## config.mk

```make
export PLATFORM = sky130hd
export DESIGN_NAME = taxi_eth_mac_swap_loopback
export DESIGN_NICKNAME = d
export VERILOG_FILES = /design/src/rtl/taxi_eth_mac_swap_loopback.sv
export SDC_FILE = /design/constraint.sdc
export NUM_CORES = 1
export LEC_CHECK = 0
export BUFFER_PORTS_ARGS = -buffer_cell sky130_fd_sc_hd__buf_4
export CORE_MARGIN = 2
export CORE_UTILIZATION = 55
export CTS_CLUSTER_SIZE = 20
export DETAILED_ROUTE_END_ITERATION = 16
export PLACE_DENSITY_LB_ADDON = 0.3
export SLEW_MARGIN = 20
export SYNTH_ARGS = -nofsm -noshare
export SYNTH_HDL_FRONTEND = slang
export SYNTH_SLANG_ARGS = --single-unit
export TNS_END_PERCENT = 20
```

## constraint.sdc

```tcl
create_clock -name clk -period 2.55 [get_ports clk]
set_clock_uncertainty 0.05 [all_clocks]
set_input_delay 0.255 -clock clk [delete_from_list [all_inputs] [get_ports clk]]
set_output_delay 0.255 -clock clk [all_outputs]
set_load 0.01 [all_outputs]
```

## src/rtl/taxi_eth_mac_swap_loopback.sv

```systemverilog
// Ethernet loopback: exchanges destination and source MAC of each received
// frame and forwards it to the transmit stream; runt frames are dropped.
module taxi_eth_mac_swap_loopback #(
  parameter int ID_W   = 8,
  parameter int USER_W = 1
) (
  input  logic              clk,
  input  logic              rst,
  input  logic [7:0]        s_axis_tdata,
  input  logic              s_axis_tvalid,
  output logic              s_axis_tready,
  input  logic              s_axis_tlast,
  input  logic [ID_W-1:0]   s_axis_tid,
  input  logic [USER_W-1:0] s_axis_tuser,
  output logic [7:0]        m_axis_tdata,
  output logic              m_axis_tvalid,
  input  logic              m_axis_tready,
  output logic              m_axis_tlast,
  output logic [ID_W-1:0]   m_axis_tid,
  output logic [USER_W-1:0] m_axis_tuser,
  output logic              stat_frame_swapped,
  output logic              stat_frame_runt
);

  localparam int unsigned HDR_LEN  = 12;
  localparam int unsigned CNT_W    = 4;
  localparam logic [CNT_W-1:0] LAST_IDX = CNT_W'(HDR_LEN - 1);
  localparam logic [CNT_W-1:0] SWAP_OFS = CNT_W'(HDR_LEN / 2);

  typedef enum logic [1:0] {CAPTURE, EMIT, PAYLOAD} state_t;

  state_t              state_q, state_d;
  logic [CNT_W-1:0]    cnt_q, cnt_d;
  logic [7:0]          hdr_q [HDR_LEN];
  logic [7:0]          hdr_d [HDR_LEN];
  logic [ID_W-1:0]     tid_q, tid_d;
  logic                hlast_q, hlast_d;
  logic [USER_W-1:0]   huser_q, huser_d;
  logic [7:0]          m_data_q, m_data_d;
  logic                m_valid_q, m_valid_d;
  logic                m_last_q, m_last_d;
  logic [USER_W-1:0]   m_user_q, m_user_d;
  logic [ID_W-1:0]     m_tid_q, m_tid_d;
  logic                swapped_q, swapped_d;
  logic                runt_q, runt_d;

  logic                s_hs_c;
  logic                m_hs_c;
  logic [CNT_W-1:0]    emit_k_c;
  logic [CNT_W-1:0]    emit_idx_c;

  // Input is accepted while capturing, or in payload when the output register
  // can take a byte and is not holding the frame's final byte.
  assign s_axis_tready = !rst && ((state_q == CAPTURE) ||
                         ((state_q == PAYLOAD) &&
                          (!m_valid_q || (m_axis_tready && !m_last_q))));
  assign s_hs_c     = s_axis_tvalid && s_axis_tready;
  assign m_hs_c     = m_valid_q && m_axis_tready;
  assign emit_k_c   = cnt_q + CNT_W'(1);
  assign emit_idx_c = (emit_k_c < SWAP_OFS) ? (emit_k_c + SWAP_OFS) : (emit_k_c - SWAP_OFS);

  assign m_axis_tdata       = m_data_q;
  assign m_axis_tvalid      = m_valid_q;
  assign m_axis_tlast       = m_last_q;
  assign m_axis_tuser       = m_user_q;
  assign m_axis_tid         = m_tid_q;
  assign stat_frame_swapped = swapped_q;
  assign stat_frame_runt    = runt_q;

  // Next-state logic: header capture, swapped header emission, payload pass-through.
  always_comb begin
    state_d   = state_q;
    cnt_d     = cnt_q;
    hdr_d     = hdr_q;
    tid_d     = tid_q;
    hlast_d   = hlast_q;
    huser_d   = huser_q;
    m_data_d  = m_data_q;
    m_valid_d = m_valid_q;
    m_last_d  = m_last_q;
    m_user_d  = m_user_q;
    m_tid_d   = m_tid_q;
    swapped_d = m_hs_c && m_last_q;
    runt_d    = 1'b0;

    case (state_q)
      CAPTURE: begin
        if (s_hs_c) begin
          hdr_d[cnt_q] = s_axis_tdata;
          if (cnt_q == '0) begin
            tid_d = s_axis_tid;
          end
          if (cnt_q == LAST_IDX) begin
            // Header complete: present the first swapped byte next cycle.
            state_d   = EMIT;
            cnt_d     = '0;
            hlast_d   = s_axis_tlast;
            huser_d   = s_axis_tuser;
            m_valid_d = 1'b1;
            m_data_d  = hdr_q[SWAP_OFS];
            m_last_d  = 1'b0;
            m_user_d  = '0;
            m_tid_d   = tid_q;
          end else if (s_axis_tlast) begin
            cnt_d  = '0;
            runt_d = 1'b1;
          end else begin
            cnt_d = cnt_q + CNT_W'(1);
          end
        end
      end
      EMIT: begin
        if (m_hs_c) begin
          if (cnt_q == LAST_IDX) begin
            m_valid_d = 1'b0;
            m_last_d  = 1'b0;
            cnt_d     = '0;
            state_d   = hlast_q ? CAPTURE : PAYLOAD;
          end else begin
            cnt_d    = emit_k_c;
            m_data_d = hdr_q[emit_idx_c];
            m_last_d = (emit_k_c == LAST_IDX) && hlast_q;
            m_user_d = (emit_k_c == LAST_IDX) ? huser_q : '0;
          end
        end
      end
      PAYLOAD: begin
        if (s_hs_c) begin
          m_valid_d = 1'b1;
          m_data_d  = s_axis_tdata;
          m_last_d  = s_axis_tlast;
          m_user_d  = s_axis_tuser;
          m_tid_d   = tid_q;
        end else if (m_hs_c) begin
          m_valid_d = 1'b0;
          m_last_d  = 1'b0;
          if (m_last_q) begin
            state_d = CAPTURE;
          end
        end
      end
      default: begin
        state_d = CAPTURE;
      end
    endcase
  end

  // State and output registers with synchronous reset.
  always_ff @(posedge clk) begin
    if (rst) begin
      state_q   <= CAPTURE;
      cnt_q     <= '0;
      hdr_q     <= '{default: '0};
      tid_q     <= '0;
      hlast_q   <= 1'b0;
      huser_q   <= '0;
      m_data_q  <= '0;
      m_valid_q <= 1'b0;
      m_last_q  <= 1'b0;
      m_user_q  <= '0;
      m_tid_q   <= '0;
      swapped_q <= 1'b0;
      runt_q    <= 1'b0;
    end else begin
      state_q   <= state_d;
      cnt_q     <= cnt_d;
      hdr_q     <= hdr_d;
      tid_q     <= tid_d;
      hlast_q   <= hlast_d;
      huser_q   <= huser_d;
      m_data_q  <= m_data_d;
      m_valid_q <= m_valid_d;
      m_last_q  <= m_last_d;
      m_user_q  <= m_user_d;
      m_tid_q   <= m_tid_d;
      swapped_q <= swapped_d;
      runt_q    <= runt_d;
    end
  end

endmodule

```

==> key figures, run 1 <==
Status
  – Status: completed

Layout
  – Area of the multi-input gates: 3550 sq um
  – Final non-filler cell total: 950
  – Flip-flop and latch area: 2660 sq um
  – Fillers: 931
  – # diodes: 0
  – Layout cell share with drive strength beyond 1: 18.1%
  – Area Growth Syn to Fin: 15.9%
  – Final #Nets: 831

Synth
  – Post-Synth XOR/XNOR Area: 0.135%
  – Synth async-reset ratio: 0%
  – Post-synthesis mux area share: 10.9%
  – Post-synthesis sequential area ratio: 41.1%
  – Synth Area in Adders: 2.12%
  – Synth warnings: 0
  – Largest family of logic cells by synthesized area: simple AND/OR/NAND/NOR gates
  – Synth Register Bits: 133
  – Synth Instances: 767
  – Netlist cell types: 56
  – Post-synthesis cell area: 6480 sq um
  – Compound-cell area share of the yosys netlist: 17.2%
  – Syn_nets: 800
  – Main synth FF type: dfxtp_1
  – Post-synthesis simple-gate area fraction: 23.5%
  – Post-synthesis area per instance: 8.45 sq um
  – Post-synth EDFFs: 0

Global route
  – Initial antenna violation count: 0
  – Vias in the first global route: 5509
  – Largest net degree at the start of global routing: 75
  – GRT overflow: 0
  – All-Layer GR Usage: 28.8%
  – Global-route wire length before repair: 28800 um

Timing
  – Minimum clock period: 2450 ps
  – Fmax achieved: 408 MHz
  – Worst-Margin Slew: 822 ps
  – Final period utilization: 96.1%
  – RSZ-0062 raised after global routing: yes
  – Final setup fails: 0
  – Final slew viol count: 0
  – Fin Setup TNS: 0 ps
  – Final Hold Vio Count: 0
  – Relative slew slack: 45.2%

Route
  – Vias per cell: 6.23
  – Vias: 5914
  – 1st-iter DRT viols: 659
  – Pre-Repair DR Iteration Count: 5
  – WL final: 17900 um
  – Wire length per cell: 18.9 um
  – Drt drc: 0
  – Antenna-violating nets left: 0

Floorplanning
  – Core ar.: 11500 sq um
  – Initial core utilization: 56.5%
  – Die width: 113 um
  – DIE AREA: 12700 sq um
  – I/O pin count: 44
  – Core Rows: 39
  – Chip height: 113 um

Clock network
  – H-tree depth: 4
  – Cts hold-fix bufs: 0
  – Deepest clock path buffer count: 2
  – Clock Latency Late Sink: 420 ps
  – CTS buffer count: 17
  – TritonCTS clock tree: done
  – Root buf cell: clkbuf_16
  – CTS clk-pin slew, worst paths: 50 ps
  – # clock sinks: 133

Worst hold path
  – HP Class: in2reg
  – Hold Crit Start: s_axis_tid[7]
  – Hold Crit Depth: 3
  – Hold worst-path end: tid_q[7]

Critical path
  – Max incr delay on CP: 410 ps
  – Worst r2r dst: m_axis_tdata[0]
  – Crit path DAT: 2660 ps
  – Crit-path max FO: 8
  – Slowest cell on crit path: dfxtp_2
  – Reg2Reg Depth: 9
  – Setup crit end kind: register
  – RR Startpoint: cnt_q[0]
  – Critical path data required time: 2760 ps
  – Cell breakdown of the critical path: ha_1 -> xor2_2 -> ha_1 -> and2_1 -> o221ai_1 -> o311a_4 -> nand3_1 -> a31oi_1 -> o22ai_1
  – R2r setup slk: 100 ps
  – Setup CP Type: reg2reg
  – Most used cell, CP: ha_1
  – Worst setup SP type: register

Place
  – Gpl congestion: 0.927
  – Placed instance count: 918
  – Dpl hpwl: 12000 um
  – Port Buffers: 43

Power and ir drop
  – Pwr Density: 614 nW/um^2
  – Peak supply drop: 0.000481 V
  – Power Total: 4.61 mW
  – Leakage power: 2.77 nW

Job
  – Max cap viols: 0
[timing repair]
| item | CTS | global route |
|---|---|---|
| gates resized for setup | 2 | 7 |
| buffers inserted | 0 | 4 |
| setup endpoints to repair | 2 | 8 |
| pin swaps | 0 | 1 |
[how the worst max path moves through the flow]
stage,from,endpoint,cells after the start
after detailed placement,cnt_q[0],m_axis_tdata[0],10
after global placement,cnt_q[0],m_axis_tdata[0],9
after floorplan,cnt_q[0],m_axis_tdata[0],10
after CTS,cnt_q[0],m_axis_tdata[0],10
after global routing,cnt_q[0],m_axis_tdata[0],9
final,cnt_q[0],m_axis_tdata[0],9
[cells in the mapped netlist, types with 7 or more instances]
master,n,area (sq um)
nand2b_1,13,81.3
buf_4,11,82.6
dfxtp_1,133,2660
mux4_2,22,495
ha_1,11,138
nor2_1,46,173
a31oi_1,8,50.1
a21o_1,7,52.6
mux2i_1,19,190
o211ai_1,8,60.1
a21oi_1,117,586
nand2_1,151,567
nand3_1,88,440
clkbuf_1,41,154
[logic make-up (layout without fill, tap and decap cells)]
group | Yosys count | in the layout
flip-flops | 133 | 133
AO/OA/AOI/OAI | 179 | 179
buffers and inverters | 68 | 108
AND/OR/NAND/NOR | 332 | 332
multiplexers | 43 | 43
XOR/XNOR | 1 | 1
adder cells (fa/ha/maj) | 11 | 11
[metrics by stage]
step | hold WS, ps | worst slack, ps | util (%) | instance area (sq um)
6_report | 33.0 | 99.9 | 65.5 | 7510
5_1_grt | 39.4 | -48.4 | 65.5 | 7510
4_1_cts | 22.7 | 6.18 | 64.9 | 7440
3_5_place_dp | 396 | 18.1 | 60.1 | 6890
3_3_place_gp | 389 | 118 | 60.1 | 6890
2_1_floorplan | 341 | 83.1 | - | 6480
[routing by layer]
metal  global-route usage [%]  up-vias  part of all wire (%)
li1                         -     2759                     -
met1                     38.4     2827                    42
met2                     45.5      297                    47
met3                     8.05       31                   9.4
met4                     9.27        0                   2.0
met5                        0        -                     0
[report_power, final]
part	switching [mW]	internal [mW]
Clock	0.857	1.39
Combinational	0.171	0.0850
Sequential	0.00966	2.09
[layout by cell type, fill, tap and decap left out, drive strengths merged, types with 9 or more instances in the layout]
cell type and count:
a21oi 117, a31oi 10, buf 73, clkbuf 24
dfxtp 133, ha 11, mux2i 19, mux4 22
nand2 152, nand2b 13, nand3 88, nor2 47
o211ai 9, o21ai 10
[flip-flops by register name, summed over array words and instances (netlist names)]
| signal | count |
|---|---|
| m_axis_tlast | 1 |
| m_axis_tid | 8 |
| state_q | 2 |
| huser_q | 1 |
| m_axis_tvalid | 1 |
| stat_frame_swapped | 1 |
| hlast_q | 1 |
| m_axis_tdata | 8 |
| stat_frame_runt | 1 |
| tid_q | 8 |
| hdr_q | 96 |
| cnt_q | 4 |
| m_axis_tuser | 1 |
[layout make-up]
type	count	share of cell area, %
Clock inverter	4	0.667
Timing Repair Buffer	73	7.40
Clock buffer	24	6.42
Tap cell	143	2.38
Sequential cell	133	35.5
Inverter	7	0.350
Multi-Input combinational cell	566	47.3
[worst max-delay path, delay by kind of cell, from the launching register on]
family	cells	cell delay, ps
AOI/OAI and AO/OA	4	700
xor gates and xnor gates	1	260
adders and majority gates	2	590
DFF	1	410
and+or+nand+nor	2	270
Note: power is estimated with default switching activity, not from simulation.
==> run 2: changes to the inputs <==
PLACE_DENSITY = 0.76   (was not set)
PLACE_DENSITY_LB_ADDON = not set   (was 0.3)
==> run 2 against run 1 <==
Net effect: power is 1.4% higher; via count is 1.2% lower; combinational power is 2% lower; final area is 0.20% higher; clock power is 3% higher; sequential cell count stayed put; worst setup slack better by 49 ps; sequential share of layout area is 0.071 points lower; global-route usage is 0.080 points higher; utilization is 0.13 points higher; critical endpoint is now m_axis_tdata[5]; largest cell class unchanged; largest power group unchanged.
==> key figures, run 2 (synthesis results as in run 1) <==
Status
  – Status: completed

Layout
  – Area Growth Syn to Fin: 16.1%
  – Max reg flops: 96
  – Layout cell share with drive strength beyond 1: 18.7%
  – Final non-filler cell total: 954
  – Most frequent cells in the layout: 151 x nand2_1, 132 x dfxtp_1, 117 x a21oi_1
  – Commonest non-fill, non-tap cell in the layout: nand2_1
  – Fillers: 907
  – # diodes: 0
  – Finished Cell Area: 7520 sq um
  – Biggest register: hdr_q
  – Area of the multi-input gates: 3530 sq um
  – Final #Nets: 831
  – Flip-flop and latch area: 2660 sq um

Clock network
  – TritonCTS clock tree: done
  – Setup Buffers After CTS: 0
  – H-tree depth: 4
  – Root buf cell: clkbuf_16
  – Cts hold-fix bufs: 0
  – CTS buffer count: 17
  – # clock sinks: 133
  – Post-CTS sizing: 0
  – Deepest clock path buffer count: 2
  – CTS clk-pin slew, worst paths: 60 ps
  – Clock Latency Late Sink: 410 ps

Global route
  – GRT overflow: 0
  – Largest net degree at the start of global routing: 76
  – Global-route wire length before repair: 29200 um
  – Vias in the first global route: 5798
  – Initial antenna violation count: 0
  – All-Layer GR Usage: 28.8%

Power and ir drop
  – Peak supply drop: 0.000351 V
  – Pwr Density: 621 nW/um^2
  – Leakage power: 2.79 nW

Critical path
  – Worst setup SP type: register
  – Crit path DAT: 2670 ps
  – RR Startpoint: cnt_q[1]
  – Worst r2r dst: m_axis_tdata[5]
  – Crit-path max FO: 21
  – Critical path data required time: 2810 ps
  – CP endpoint: m_axis_tdata[5]
  – Crit path from: cnt_q[1]
  – Setup crit end kind: register
  – Reg2Reg Depth: 9
  – R2r setup slk: 150 ps
  – Setup CP Type: reg2reg

Timing
  – Final setup fails: 0
  – Final Hold Vio Count: 0
  – Final period utilization: 94.2%
  – Fmax achieved: 416 MHz
  – Minimum clock period: 2400 ps
  – Final slew viol count: 0
  – Relative slew slack: 46.2%
  – Worst-Margin Slew: 807 ps
  – Fin Setup TNS: 0 ps
  – RSZ-0062 raised after global routing: yes

Place
  – Port Buffers: 43
  – Placed instance count: 922
  – Dpl cell area: 6930 sq um
  – Gpl congestion: 0.935
  – Dpl hpwl: 11900 um

Route
  – Vias per cell: 6.12
  – Antenna-violating nets left: 0
  – Drt drc: 0
  – Vias: 5841
  – 1st-iter DRT viols: 623
  – Wire length per cell: 18.5 um
  – WL final: 17600 um
  – Pre-Repair DR Iteration Count: 5

Floorplanning
  – Core ar.: 11500 sq um
  – DIE AREA: 12700 sq um
  – I/O pin count: 44
  – Initial core utilization: 56.5%
  – Core Rows: 39
  – Chip height: 113 um
  – Die width: 113 um

Worst hold path
  – HP Class: in2reg

Job
  – Max cap viols: 0
[run 2: layout make-up]
class	instances	share of cell area, %
multi-input cells	566	46.9
flip-flops and latches	133	35.4
repair buffers	73	7.45
clock buffers	23	6.49
well taps	143	2.38
clock inverters	9	1.01
inverters	7	0.349
[run 2: power breakdown]
group	internal, mW	leakage [nW]	switching [mW]
Combinational	0.0819	1.44	0.169
Clock	1.43	0.282	0.886
Sequential	2.09	1.07	0.00787
Total	3.61	2.79	1.06
[run 2: stage by stage]
stage | total power, mW | utilization (%) | hold slack, ps | worst slack [ps]
after detailed placement | 2.39 | 60.5 | 395 | 70.5
after global routing | 4.81 | 65.6 | 44.0 | -2.46
after CTS | 4.69 | 65.4 | 31.6 | 65.5
after floorplan | 2.30 | - | 341 | 83.1
final | 4.67 | 65.6 | 39.8 | 149
after global placement | 2.39 | 60.5 | 389 | 150
[run 2: routing by layer]
| layer | share of wire [%] | up-vias | GRT usage, % |
|---|---|---|---|
| met5 | 0 | - | 0 |
| met4 | 2.1 | 0 | 11.8 |
| met3 | 8.8 | 35 | 7.51 |
| met2 | 48 | 257 | 46.8 |
| met1 | 41 | 2780 | 36.8 |
| li1 | - | 2769 | - |
[run 2: critical path, stage by stage (launching register included)]
cell	delay (ps)
dfxtp_1	380
ha_1	240
buf_4	300
nand3b_4	180
a21o_1	240
a211oi_4	190
buf_4	260
nor2_1	70
a311o_1	330
o41ai_2	60
[run 2: worst min path at each step]
| stage | startpoint | cells after the start | endpoint | slack, ps |
|---|---|---|---|---|
| 2_1_floorplan | s_axis_tuser | 2 | huser_q | 340 |
| 3_3_place_gp | hdr_q[13] | 2 | hdr_q[13] | 390 |
| 3_5_place_dp | hdr_q[62] | 2 | hdr_q[62] | 400 |
| 4_1_cts | s_axis_tid[1] | 3 | tid_q[1] | 30 |
| 5_1_grt | s_axis_tid[1] | 3 | tid_q[1] | 40 |
| 6_report | s_axis_tid[1] | 3 | tid_q[1] | 40 |
==> run 3: changes to the inputs <==
ABC_AREA = 1   (was not set)
CORE_UTILIZATION = 54   (was 55)
PLACE_DENSITY = 0.75   (was 0.76)
==> run 3 against run 2 <==
Net effect: register-to-register slack barely moved; cell count rose by 5.8%; global-route usage fell by 0.45 points; clock power fell by 5%; via count rose by 2.2%; sequential share of layout area rose by 1.6 points; sequential power rose by 2%; critical path type unchanged.
==> key figures, run 3 <==
Status
  – Status: completed

Place
  – Dpl cell area: 6410 sq um
  – Placed instance count: 961
  – Dpl hpwl: 10700 um
  – Port Buffers: 43
  – Gpl congestion: 0.918
  – DP Worst Slack: -100 ps

Critical path
  – Setup CP Type: reg2reg
  – Cell breakdown of the critical path: inv_1 -> ha_2 -> nand3_1 -> nand3_1 -> nand3_2 -> inv_2 -> nand2_8 -> nor3_4 -> buf_4 -> o21ai_0 -> a21oi_1
  – Most used cell, CP: nand3_1
  – Setup crit end kind: register
  – Crit-path max FO: 13
  – Max incr delay on CP: 390 ps
  – Critical path data required time: 2950 ps
  – Crit path DAT: 2820 ps
  – Slowest cell on crit path: nor3_4
  – Worst setup SP type: register

Timing
  – Fmax achieved: 414 MHz
  – WHS: 45.2 ps
  – Final period utilization: 94.6%
  – Final Hold Vio Count: 0
  – Final setup fails: 0
  – Relative slew slack: 37.8%
  – Setup ws final: 137 ps
  – Final slew viol count: 0
  – Minimum clock period: 2410 ps
  – Worst-Margin Slew: 933 ps

Clock network
  – TritonCTS clock tree: done
  – Clock Latency Late Sink: 530 ps
  – # clock sinks: 133
  – Root buf cell: clkbuf_8
  – Deepest clock path buffer count: 2
  – CTS buffer count: 17
  – H-tree depth: 4
  – CTS clk-pin slew, worst paths: 60 ps

Global route
  – GRT overflow: 0
  – Initial antenna violation count: 0
  – Largest net degree at the start of global routing: 110
  – All-Layer GR Usage: 28.4%
  – Global-route wire length before repair: 26600 um
  – Vias in the first global route: 5373

Layout
  – Layout cell share with drive strength beyond 1: 14.5%
  – Final #Nets: 892
  – # diodes: 0
  – Finished Cell Area: 7210 sq um
  – Final non-filler cell total: 1009
  – Commonest non-fill, non-tap cell in the layout: a21oi_1
  – Max reg flops: 96
  – Post-layout util: 66.2%
  – Area Growth Syn to Fin: 18.7%
  – Most frequent cells in the layout: 167 x a21oi_1, 131 x dfxtp_1, 125 x o21ai_0
  – Biggest register: hdr_q

Floorplanning
  – Core ar.: 10900 sq um
  – Chip height: 110 um
  – Initial core utilization: 55.8%
  – I/O pin count: 44
  – Core Rows: 38
  – DIE AREA: 12100 sq um
  – Die width: 110 um

Power and ir drop
  – Peak supply drop: 0.000637 V
  – Leakage power: 2.96 nW
  – Pwr Density: 686 nW/um^2

Synth
  – Yosys top cell area share: 43.8%
  – Post-synthesis cell area: 6070 sq um
  – Count leader, synth: a21oi_1
  – Synth async-reset ratio: 0%
  – Synth Register Bits: 133
  – Main synth FF type: dfxtp_1
  – Area leader, netlist: dfxtp_1
  – Top cells by area, synth: dfxtp_1 44%, a21oi_1 14%, o21ai_0 10%
  – Post-synthesis area per instance: 7.39 sq um
  – Top cells by count, synth: 167 x a21oi_1, 133 x dfxtp_1, 125 x o21ai_0
  – Synth warnings: 0
  – Post-synth EDFFs: 0
  – Synth Instances: 822
  – Post-synthesis sequential area ratio: 43.8%
  – Netlist cell types: 30
  – Syn_nets: 855

Route
  – WL final: 17000 um
  – Vias: 5967
  – Vias per cell: 5.91
  – Antenna-violating nets left: 0
  – Wire length per cell: 16.9 um
  – 1st-iter DRT viols: 698
  – Pre-Repair DR Iteration Count: 5
  – Drt drc: 0

Worst hold path
  – HP Class: in2reg

Job
  – Max cap viols: 0
[run 3: area by class of cell]
type	instances	area [sq um]
clock inverter	4	47.5
sequential	133	2670
inverter	45	173
tap	140	175
timing repair buffer	78	652
fill	919	3680
multi-input combinational	584	3010
clock buffer	25	484
[run 3: where the power goes]
| group | total (mW) | leakage, nW | internal (mW) | switching (mW) |
|---|---|---|---|---|
| clock network | 2.21 | 0.260 | 1.38 | 0.832 |
| registers | 2.15 | 1.08 | 2.12 | 0.0265 |
| logic | 0.588 | 1.62 | 0.181 | 0.407 |
[run 3: path summary, 6_finish.rpt]
path / startpoint / endpoint / slack (ps) / depth (start not counted)
max: state_q[0] / hdr_q[57] / 140 / 11
min: m_axis_tready / stat_frame_swapped / 50 / 3
max reg2reg: state_q[0] / hdr_q[57] / 140 / 11
min reg2reg: m_axis_tid[5] / m_axis_tid[5] / 420 / 2
[run 3: layer usage]
metal / vias up / routed length (um) / GRT usage, %
li1: 2894 / - / -
met1: 2765 / 6950 / 35.9
met2: 267 / 8270 / 47.1
met4: 0 / 377 / 10.8
met5: - / 0 / 0
met3: 41 / 1400 / 6.47
[run 3: per-stage QoR]
step,power [mW],setup TNS [ps]
after floorplan,2.57,0
after global placement,2.71,0
after detailed placement,2.73,-1860
after CTS,4.94,0
after global routing,5.14,-41.1
final,4.95,0
[run 3: logic make-up after synthesis]
logic type	Yosys count	synth area share [%]
compound gates	332	28.1
simple gates	241	18.4
flops	133	43.8
buf+inv	105	7.40
fa+ha+maj	11	2.27
[run 3: critical path, delay by kind of cell, from the launching register on]
family                     cells  cell delay (ps)
buffers and inverters          3              560
and+or+nand+nor                5              880
AOI/OAI and AO/OA              2              230
DFF                            1              330
adders and majority gates      1              280
[run 3: repair_timing]
action,4_1_cts,5_1_grt
pin swaps,0,4
resized for setup,1,16
hold endpoints to repair,10,0
hold buffers,10,0
buffers inserted,0,8
cloned,0,1
setup endpoints to repair,44,87
